**src/rtl/serial_subtractor_pkg.sv**
```systemverilog
// ============================================================================
// Module      : serial_sub_pkg
// Description : Shared FSM encodings and counter-width helper for serial_subtractor.
// Revision    : 1.0  initial release
// ============================================================================
`default_nettype none

package serial_sub_pkg;

   typedef logic [1:0] state_t;

   localparam state_t IDLE  = 2'd0;
   localparam state_t SHIFT = 2'd1;
   localparam state_t DONE  = 2'd2;

   // The counter must be able to hold WIDTH itself, hence WIDTH+1.
   function automatic int cnt_width(input int width);
      return (width < 1) ? 1 : $clog2(width + 1);
   endfunction

endpackage

`default_nettype wire

```
**src/rtl/serial_subtractor_if.sv**
```systemverilog
// ============================================================================
// Module      : serial_subtractor_if
// Description : start/busy/done handshake and operand/result bus.
//               The ovf signal is present only when SERIAL_SUB_OVF_EN is defined.
// Revision    : 1.0  initial release
// ============================================================================
`default_nettype none

interface serial_subtractor_if #(
   parameter int WIDTH = 8
);
   logic             start;
   logic [WIDTH-1:0] a;
   logic [WIDTH-1:0] b;
   logic             busy;
   logic             done;
   logic [WIDTH-1:0] diff;
   logic             borrow_out;
`ifdef SERIAL_SUB_OVF_EN
   logic             ovf;
`endif

   modport master (
      output start, a, b,
      input  busy, done, diff, borrow_out
`ifdef SERIAL_SUB_OVF_EN
      , input ovf
`endif
   );

   modport slave (
      input  start, a, b,
      output busy, done, diff, borrow_out
`ifdef SERIAL_SUB_OVF_EN
      , output ovf
`endif
   );

endinterface

`default_nettype wire

```
**src/rtl/serial_subtractor_half_sub.sv**
```systemverilog
// ============================================================================
// Module      : half_subtractor
// Description : Single-bit half subtractor, diff = x ^ y, borrow = ~x & y.
// Revision    : 1.0  initial release
// ============================================================================
`default_nettype none

module half_subtractor (
   input  wire logic x,
   input  wire logic y,
   output logic      diff,
   output logic      borrow
);

   assign diff   = x ^ y;
   assign borrow = ~x & y;

endmodule

`default_nettype wire

```
**src/rtl/serial_subtractor.sv**
```systemverilog
// ============================================================================
// Module      : serial_subtractor
// Description : Bit-serial WIDTH-bit subtractor (diff = a - b), LSB first.
//               Define SERIAL_SUB_OVF_EN to add the two's-complement ovf flag.
// Revision    : 1.0  initial release
// ============================================================================
`default_nettype none

module serial_subtractor
   import serial_sub_pkg::*;
#(
   parameter int WIDTH = 8
) (
   input wire logic          clk,
   input wire logic          rst_n,
   serial_subtractor_if.slave bus
);

   localparam int             CNT_W    = cnt_width(WIDTH);
   localparam logic [CNT_W-1:0] LAST_CNT = CNT_W'(WIDTH - 1);

   state_t           r_state;
   state_t           w_state_nxt;
   logic [WIDTH-1:0] r_a_sr;
   logic [WIDTH-1:0] r_b_sr;
   logic             r_brw;
   logic [CNT_W-1:0] r_cnt;
   logic [WIDTH-1:0] r_diff;
   logic             r_borrow_out;
   logic             w_busy;
   logic             w_done;
   logic             w_d1;
   logic             w_b1;
   logic             w_d;
   logic             w_b2;
   logic             w_bn;
   logic [WIDTH-1:0] w_diff_shift;
`ifdef SERIAL_SUB_OVF_EN
   logic             r_ovf;
`endif

   // Two chained half subtractors form the full-subtractor bit cell.
   half_subtractor u_hs_ab (
      .x      (r_a_sr[0]),
      .y      (r_b_sr[0]),
      .diff   (w_d1),
      .borrow (w_b1)
   );

   half_subtractor u_hs_brw (
      .x      (w_d1),
      .y      (r_brw),
      .diff   (w_d),
      .borrow (w_b2)
   );

   assign w_bn = w_b1 | w_b2;

   generate
      if (WIDTH == 1) begin : g_diff_w1
         assign w_diff_shift = w_d;
      end else begin : g_diff_wn
         assign w_diff_shift = {w_d, r_diff[WIDTH-1:1]};
      end
   endgenerate

   always_ff @(posedge clk or negedge rst_n) begin
      if (!rst_n) begin
         r_state <= IDLE;
      end else begin
         r_state <= w_state_nxt;
      end
   end

   always_comb begin
      w_state_nxt = r_state;
      case (r_state)
         IDLE:    if (bus.start) w_state_nxt = SHIFT;
         SHIFT:   if (r_cnt == LAST_CNT) w_state_nxt = DONE;
         DONE:    w_state_nxt = IDLE;
         default: w_state_nxt = IDLE;
      endcase
   end

   always_comb begin
      w_busy = 1'b0;
      w_done = 1'b0;
      case (r_state)
         SHIFT:   w_busy = 1'b1;
         DONE:    w_done = 1'b1;
         default: ;
      endcase
   end

   always_ff @(posedge clk or negedge rst_n) begin
      if (!rst_n) begin
         r_a_sr       <= '0;
         r_b_sr       <= '0;
         r_brw        <= 1'b0;
         r_cnt        <= '0;
         r_diff       <= '0;
         r_borrow_out <= 1'b0;
`ifdef SERIAL_SUB_OVF_EN
         r_ovf        <= 1'b0;
`endif
      end else begin
         case (r_state)
            IDLE: begin
               if (bus.start) begin
                  r_a_sr       <= bus.a;
                  r_b_sr       <= bus.b;
                  r_brw        <= 1'b0;
                  r_cnt        <= '0;
                  r_diff       <= '0;
                  r_borrow_out <= 1'b0;
`ifdef SERIAL_SUB_OVF_EN
                  r_ovf        <= 1'b0;
`endif
               end
            end
            SHIFT: begin
               r_a_sr <= r_a_sr >> 1;
               r_b_sr <= r_b_sr >> 1;
               r_brw  <= w_bn;
               r_cnt  <= r_cnt + CNT_W'(1);
               r_diff <= w_diff_shift;
               if (r_cnt == LAST_CNT) begin
                  r_borrow_out <= w_bn;
`ifdef SERIAL_SUB_OVF_EN
                  // On the last bit the shift registers hold the operand MSBs and w_d is the result MSB.
                  r_ovf        <= (r_a_sr[0] ^ r_b_sr[0]) & (r_a_sr[0] ^ w_d);
`endif
               end
            end
            default: ;
         endcase
      end
   end

   assign bus.busy       = w_busy;
   assign bus.done       = w_done;
   assign bus.diff       = r_diff;
   assign bus.borrow_out = r_borrow_out;
`ifdef SERIAL_SUB_OVF_EN
   assign bus.ovf        = r_ovf;
`endif

endmodule

`default_nettype wire

```
**src/flat_wrapper.sv**
```systemverilog
// flat-port wrapper written by rule: the top's interface ports become plain ports
module serial_subtractor_flat import serial_sub_pkg::*;
#(
   parameter int WIDTH = 8
)
  (clk, rst_n, bus_start, bus_a, bus_b, bus_busy, bus_done, bus_diff, bus_borrow_out);
  serial_subtractor_if #(.WIDTH(WIDTH)) bus_i ();
  input wire logic clk;
  input wire logic rst_n;
  input wire logic [$bits(bus_i.start)-1:0] bus_start;
  input wire logic [$bits(bus_i.a)-1:0] bus_a;
  input wire logic [$bits(bus_i.b)-1:0] bus_b;
  output wire logic [$bits(bus_i.busy)-1:0] bus_busy;
  output wire logic [$bits(bus_i.done)-1:0] bus_done;
  output wire logic [$bits(bus_i.diff)-1:0] bus_diff;
  output wire logic [$bits(bus_i.borrow_out)-1:0] bus_borrow_out;
  assign bus_i.start = bus_start;
  assign bus_i.a = bus_a;
  assign bus_i.b = bus_b;
  assign bus_busy = bus_i.busy;
  assign bus_done = bus_i.done;
  assign bus_diff = bus_i.diff;
  assign bus_borrow_out = bus_i.borrow_out;
  serial_subtractor #(.WIDTH(WIDTH)) u_core (.clk(clk), .rst_n(rst_n), .bus(bus_i));
endmodule
```
**config.mk**
```make
export PLATFORM = sky130hd
export DESIGN_NAME = serial_subtractor_flat
export DESIGN_NICKNAME = d
export VERILOG_FILES = /design/src/rtl/serial_subtractor_pkg.sv /design/src/rtl/serial_subtractor_if.sv /design/src/rtl/serial_subtractor_half_sub.sv /design/src/rtl/serial_subtractor.sv /design/src/flat_wrapper.sv
export SDC_FILE = /design/constraint.sdc
export NUM_CORES = 1
export LEC_CHECK = 0
export ABC_CLOCK_PERIOD_IN_PS = 1600
export CORE_MARGIN = 3
export CORE_UTILIZATION = 30
export DETAILED_ROUTE_END_ITERATION = 6
export PLACE_DENSITY = 0.58
export SLEW_MARGIN = 10
export SYNTH_ARGS = -nofsm -noshare
export SYNTH_HDL_FRONTEND = slang
export SYNTH_SLANG_ARGS = --single-unit
```
**constraint.sdc**
```tcl
create_clock -name clk -period 1.6 [get_ports clk]
set_input_delay 0.32 -clock clk [delete_from_list [all_inputs] [get_ports clk]]
set_output_delay 0.32 -clock clk [all_outputs]
set_load 0.02 [all_outputs]
```
# Word level (Yosys, flattened, before mapping)
# Cells that the tools add are included.
# word_totals
regBits	32
in_bits	19
elab_cells	42
# classes
n_addsub	1
eq_ne	5
muxes	17
bitwise_logic	7
n_reduce_logical	5
# ops
operator	count
8-bit one-hot mux with 2 select lines	3
8-bit two-way mux	3
4-bit one-hot mux with 2 select lines	1
4-bit by 1-bit adder with 4-bit output (second input constant)	1
4-bit by 3-bit equality test with 1-bit output (second input constant)	1
1-bit two-way mux	4
2-bit two-way mux	2
4-bit two-way mux	1
1-bit one-hot mux with 2 select lines	2
2-bit one-hot mux with 2 select lines	1
2-bit AND reduction	2
3-bit AND reduction	1
1-bit bitwise AND	2
2-bit by 1-bit equality test with 1-bit output (second input constant)	1
2-bit equality test (second input constant)	1
2-bit logical NOT	1
2-bit by 1-bit inequality test with 1-bit output (second input constant)	1
2-bit inequality test (second input constant)	1
1-bit NOT	2
2-bit nonzero test	1
1-bit XOR	2
1-bit OR	1

# Logic depth before layout (Yosys ltp)
# Gate-level depths: netlist of the first run.
# depth
depth_word	6
ltp_mapped	5
ltp_nobuf	4

# Hierarchy
# From an unflattened synthesis of the first run, not the netlist that was laid out.
# unflattened
hier_cells	125
area_unflattened_um2	1445.1
# by_module_without_submodules
module	instances	cells_per_inst	area_per_inst_um2
serial_subtractor	1	119	1405.1
half_subtractor	2	3	20.0

# Least setup slack after synthesis of the first run
# OpenSTA, ideal clock, no wires.
# synth_path
kind	reg-to-output
startpoint	register u_core.r_state[1]
endpoint	output port bus_done
arrival_ns	1.113
required_ns	1.280
path_slack_ns	0.167
path_stages_with_launch	4
path_buffers	2
path_cell_list	dfrtp_1 > buf_4 > clkbuf_1 > nor2b_1
# synth_between
elab_chain_len	2
# synth_rtl
item	line_no	source
from (decl)	serial_subtractor.sv:22	state_t r_state;
from (signal assigned)	serial_subtractor.sv:71	r_state <= w_state_nxt;
2-bit equality test	serial_subtractor.sv:88	case (r_state)
1-bit two-way mux	serial_subtractor.sv:88	
to (decl)	flat_wrapper.sv:14	output wire logic [$bits(bus_i.done)-1:0] bus_done;
# Every way passes these cells.

# Final worst setup path of the first run
# layout_path
startpoint	register u_core.r_diff[0], in the netlist u_core.bus.diff[0]
endpoint	output port bus_diff[0]
# layout_rtl
item	line_no	source
from (decl)	serial_subtractor.sv:28	logic [WIDTH-1:0] r_diff;
from (signal assigned)	serial_subtractor.sv:126	r_diff <= w_diff_shift;
to (decl)	flat_wrapper.sv:15	output wire logic [$bits(bus_i.diff)-1:0] bus_diff;
# No word-level cell between the ends.

==> results of run 1 <==
state kept, by name (all words and copies together) (netlist names):
signal,cells
u_core.r_cnt,4
u_core.bus.borrow_out,1
u_core.r_b_sr,8
u_core.r_state,2
u_core.bus.diff,8
u_core.r_brw,1
u_core.r_a_sr,8
routing by layer:
layer  vias to the layer above  track usage  wire, um
li1                        582            -         -
met1                       595       0.1605      1615
met2                        28       0.2178      1755
met3                         5      0.03052       152
met4                         0      0.04348        42
met5                         -            0         0
per-stage QoR:
stage,total power [mW],cells,worst slack [ps],hold slack [ps]
5_1_grt,3.991,245,3.245,470.1
3_5_place_dp,3.046,237,-65.60,491.5
6_report,3.708,245,40.26,430.5
2_1_floorplan,2.397,142,166.6,24.41
4_1_cts,3.758,245,5.965,439.5
3_3_place_gp,2.976,237,9.428,485.2
placed cells by master, fill, tap and decap left out, drive strengths merged, types with 2 or more instances in the layout:
| cell type | count |
|---|---|
| a21oi | 16 |
| a22o | 10 |
| a22oi | 14 |
| and2b | 15 |
| buf | 9 |
| clkbuf | 6 |
| clkdlybuf4s15 | 2 |
| clkdlybuf4s50 | 19 |
| dfrtp | 32 |
| dlygate4sd2 | 7 |
| inv | 2 |
| nand2 | 6 |
| nand2b | 2 |
| nand3 | 6 |
| nor2b | 2 |
| o21ai | 18 |
area by class of cell:
type                            count  area [um^2]
Fill cell                         465         2776
Sequential cell                    32        800.8
Multi-Input combinational cell     98        644.4
Timing Repair Buffer               38        365.4
Tap cell                           67        83.83
Clock buffer                        6        72.57
Clock inverter                      2        35.03
Inverter                            2        7.507
where the power goes:
part	switching (mW)	internal (mW)
clock network	0.294	0.462
registers	0.277	1.15
logic	0.826	0.703
total	1.40	2.31
kinds of logic after synthesis:
kind of cell | count (synthesis) | synth area share
flops | 32 | 0.5307
compound gates | 60 | 0.2512
mux | 1 | 0.006634
buf+inv | 12 | 0.04394
fa+ha+maj | 2 | 0.02156
simple gates | 35 | 0.1459
timing repair:
action,CTS,global route
gates resized for setup,11,3
endpoints found under the hold margin,0,0
endpoints found under the setup margin,9,3
worst reg2reg max path, stage by stage (launching register included):
cell and delay [ps]:
dfrtp_1 400, buf_4 180, o21bai_1 160, buf_4 190
a22o_1 240
how the worst max path moves through the flow:
| stage | endpoint | slack [ps] |
|---|---|---|
| after floorplan | bus_done | 170 |
| after global placement | bus_busy | 9 |
| after detailed placement | u_core.r_a_sr[1] | -70 |
| after CTS | bus_diff[3] | 6 |
| after global routing | bus_done | 3 |
| final | bus_diff[0] | 40 |
==> flow_summary.yaml, run 1 <==
route:
  routed_wl_mm: 3.566
  via_count: 1210
  ant_nets: 0
  vias_per_cell: 4.939
  first_pass_iters: 4
  drtIter0Drc: 79
  routedWlPerCell_um: 14.56
  drc_errors: 0
floorplan:
  rows: 25
  core_area_mm2: 0.004786
  start_util: 0.3153
  io_pins: 30
  dieWidth_um: 76.92
  dieArea_mm2: 0.005917
  die_h_um: 76.92
grt:
  grt_pass1_wl_mm: 6.196
  grt.total_usage: 0.1288
  grt_max_degree: 33
  gr-total-overflow: 0
  antenna_found_initial: 0
  first_global_vias: 1333
yosys:
  synth_area_per_cell_um2: 10.63
  syn-num-nets: 163
  synth_edf_count: 0
  synth_common_cells: "dfrtp_1, a21oi_1, o21ai_0"
  ys_ff_latch: 32
  synthArstFlopShare: 1.000
  synth_ff_type: "dfrtp_1"
  netlist.area_leader.share: 0.5307
  synth_area_leaders: "dfrtp_1, a22oi_1, and2b_1, a22o_1, a21oi_1"
  ys_seq_area_frac: 0.5307
  synth.most_common_cell: "dfrtp_1"
  syn_area_mm2: 0.001509
  syn_inst: 142
  yosysTopAreaCell: "dfrtp_1"
  ys_warn_count: 0
  synth.distinct_cells: 27
cells_and_area:
  fin_nets: 198
  final_util: 0.4199
  final_area_mm2: 0.002009
  diodes: 0
  syn_to_final_growth_pct: 33.17
  drive_gt1_frac: 0.1236
setup_path:
  r2r_cells: 4
  worstSetupEndpointType: "output port"
  required_ps: 1280
  worst-setup-path-type: "reg -> out"
  reg2reg_slack_ps: 330
  r2r-start: "u_core.r_state[1]"
  critPathLaunch: "u_core.bus.diff[0]"
  cp-start-kind: "flop"
  reg2reg_to: "u_core.r_cnt[2]"
  path_depth: 1
  critPathBufInv: 1
  slowest_delay_ps: 610
  critPathTopFamily: "buffers and inverters"
  worstPathMaxFanout: 2
  cp.arrival_ps: 1240
  crit_path_top_delay_cell: "clkdlybuf4s50_1"
  worstPathCellList: "clkdlybuf4s50_1"
clock_network:
  hold_buffers: 0
  cts_max_level: 2
  cts_buffer_depth: 2
  cts.sinks: 32
  insertion_delay_ps: 280
  cts_tree: "built"
  clockRootBuffer: "clkbuf_8"
  clkTransAtPathRegs_ps: 70
  postCtsSetupBuffers: 0
  cts_made_buffers: 5
placement:
  dpl.hpwl_mm: 2.453
  numPortBuffers: 29
  gp_congestion: 0.7256
  placed_cell_area_mm2: 0.001904
timing:
  hold_viol: 0
  rsz0062_at_grt: "false"
  max_slew_margin: 0.7286
  setup_viol: 0
  final_max_slew_viol_count: 0
  worst_pin_slew_ps: 407.2
  fin_setup_tns_ps: 0
  period_share: 0.9748
  max_freq_mhz: 641.1
  fin_crit_ps: 1560
  skew_ps: 7.811
power:
  power_per_cell_area_mw_per_mm2: 1845
  p_leak_nw: 0.9278
  ir_drop_uv: 869.4
min_path:
  hold_path_class: "in -> async"
status:
  status: "finished clean"
flow_run:
  maxCapViolations: 0
(Power assumes the default switching activity.)
==> run 2: changes to the inputs <==
MAX_ROUTING_LAYER = met4   (was not set)
==> run 2 against run 1 <==
Compared with the run above: sequential share of layout area stayed put; clock skew hardly changed; via count hardly changed; combinational power hardly changed; sequential power hardly changed; clock-buffer cell count stayed put; non-clock buffer count stayed put; largest cell class unchanged; utilization stayed put; final cell count stayed put; worst setup slack worse by 1.1 ps; worst hold slack worse by 1.5 ps; sequential cell count stayed put.
==> flow_summary.yaml, run 2 (synthesis results as in run 1) <==
floorplan:
  dieWidth_um: 76.92
  rows: 25
  start_util: 0.3153
  core_area_mm2: 0.004786
  die_h_um: 76.92
  io_pins: 30
  dieArea_mm2: 0.005917
route:
  via_count: 1209
  drc_errors: 0
  first_pass_iters: 4
  drtIter0Drc: 66
  ant_nets: 0
  routed_wl_mm: 3.557
  routedWlPerCell_um: 14.52
  vias_per_cell: 4.935
setup_path:
  cp-start-kind: "flop"
  required_ps: 1280
  slowest_delay_ps: 610
  cp.arrival_ps: 1240
  worstPathCellList: "clkdlybuf4s50_1"
  critPathTopFamily: "buffers and inverters"
  worstSetupEndpointType: "output port"
  critPathBufInv: 1
  worstPathMaxFanout: 2
  worst-setup-path-type: "reg -> out"
  crit_path_top_delay_cell: "clkdlybuf4s50_1"
placement:
  numPortBuffers: 29
  place_ws_ps: -65.60
  dpl.hpwl_mm: 2.453
  gp_congestion: 0.7343
  placed_cell_area_mm2: 0.001904
clock_network:
  cts_buffer_depth: 2
  clkTransAtPathRegs_ps: 70
  hold_buffers: 0
  clockRootBuffer: "clkbuf_8"
  cts_made_buffers: 5
  cts.sinks: 32
  insertion_delay_ps: 280
  cts_tree: "built"
  cts_max_level: 2
timing:
  final_max_slew_viol_count: 0
  period_share: 0.9755
  rsz0062_at_grt: "true"
  hold_viol: 0
  worst_pin_slew_ps: 406.1
  skew_ps: 7.642
  timing.hold.ws_ps: 428.9
  fin_ws_ps: 39.15
  max_slew_margin: 0.7293
  setup_viol: 0
  fin_crit_ps: 1561
  max_freq_mhz: 640.7
grt:
  grt_pass1_wl_mm: 6.216
  first_global_vias: 1333
  antenna_found_initial: 0
  gr-total-overflow: 0
  grt.total_usage: 0.1332
  grt_max_degree: 33
status:
  status: "finished clean"
min_path:
  hold_path_class: "in -> async"
cells_and_area:
  diodes: 0
  drive_gt1_frac: 0.1236
  layout_commonest_cell: "dfrtp_1"
  final_cell_mix: "dfrtp_1, clkdlybuf4s50_1, a21oi_1"
  final_area_mm2: 0.002009
  syn_to_final_growth_pct: 33.17
  fin_nets: 198
power:
  power_per_cell_area_mw_per_mm2: 1846
  ir_drop_uv: 869.8
  p_leak_nw: 0.9278
flow_run:
  maxCapViolations: 0
-- run 2: final timing paths --
kind                                     from                 end  slack [ps]  cells past startpoint
max in group asynchronous               rst_n    u_core.r_b_sr[7]         880                      2
setup / recovery           u_core.bus.diff[0]         bus_diff[0]          40                      1
setup reg to reg            u_core.r_state[1]     u_core.r_cnt[2]         330                      4
min in group clk           u_core.bus.diff[0]  u_core.bus.diff[0]         510                      1
hold reg to reg            u_core.bus.diff[0]  u_core.bus.diff[0]         510                      1
hold / removal                          rst_n  u_core.bus.diff[3]         430                      2
-- run 2: layout make-up --
cell class	instances	area, um^2
multi-input combinational	98	644.4
tap	67	83.83
clock inverter	2	35.03
clock buffer	6	72.57
sequential	32	800.8
timing repair buffer	38	365.4
fill	465	2776
inverter	2	7.507
-- run 2: per-stage QoR --
step / power [mW] / setup TNS, ps / utilization / cells
floorplan: 2.397 / 0 / - / 142
global placement: 2.976 / 0 / 0.3979 / 237
detailed placement: 3.046 / -245.7 / 0.3979 / 237
CTS: 3.758 / 0 / 0.4186 / 245
global route: 3.995 / -0.9779 / 0.4199 / 245
finish: 3.710 / 0 / 0.4199 / 245
-- run 2: timing repair --
action	CTS	global route
resized for setup	11	3
hold endpoints to repair	0	0
buffers inserted	0	0
endpoints found under the setup margin	9	3
-- run 2: per-layer routing --
metal  wire (um)  global-route usage  vias to the layer above  share of wire
met4          33             0.03261                        0         0.0093
met1        1595              0.1583                      595           0.45
met2        1756              0.2204                       27           0.49
met3         172             0.04108                        5          0.048
met5           0                   -                        -              0
li1            -                   -                      582              -
-- run 2: report_power, final --
group          total (mW)  internal, mW  switching [mW]
combinational        1.53         0.703           0.827
clock               0.757         0.462           0.295
sequential           1.42          1.15           0.276
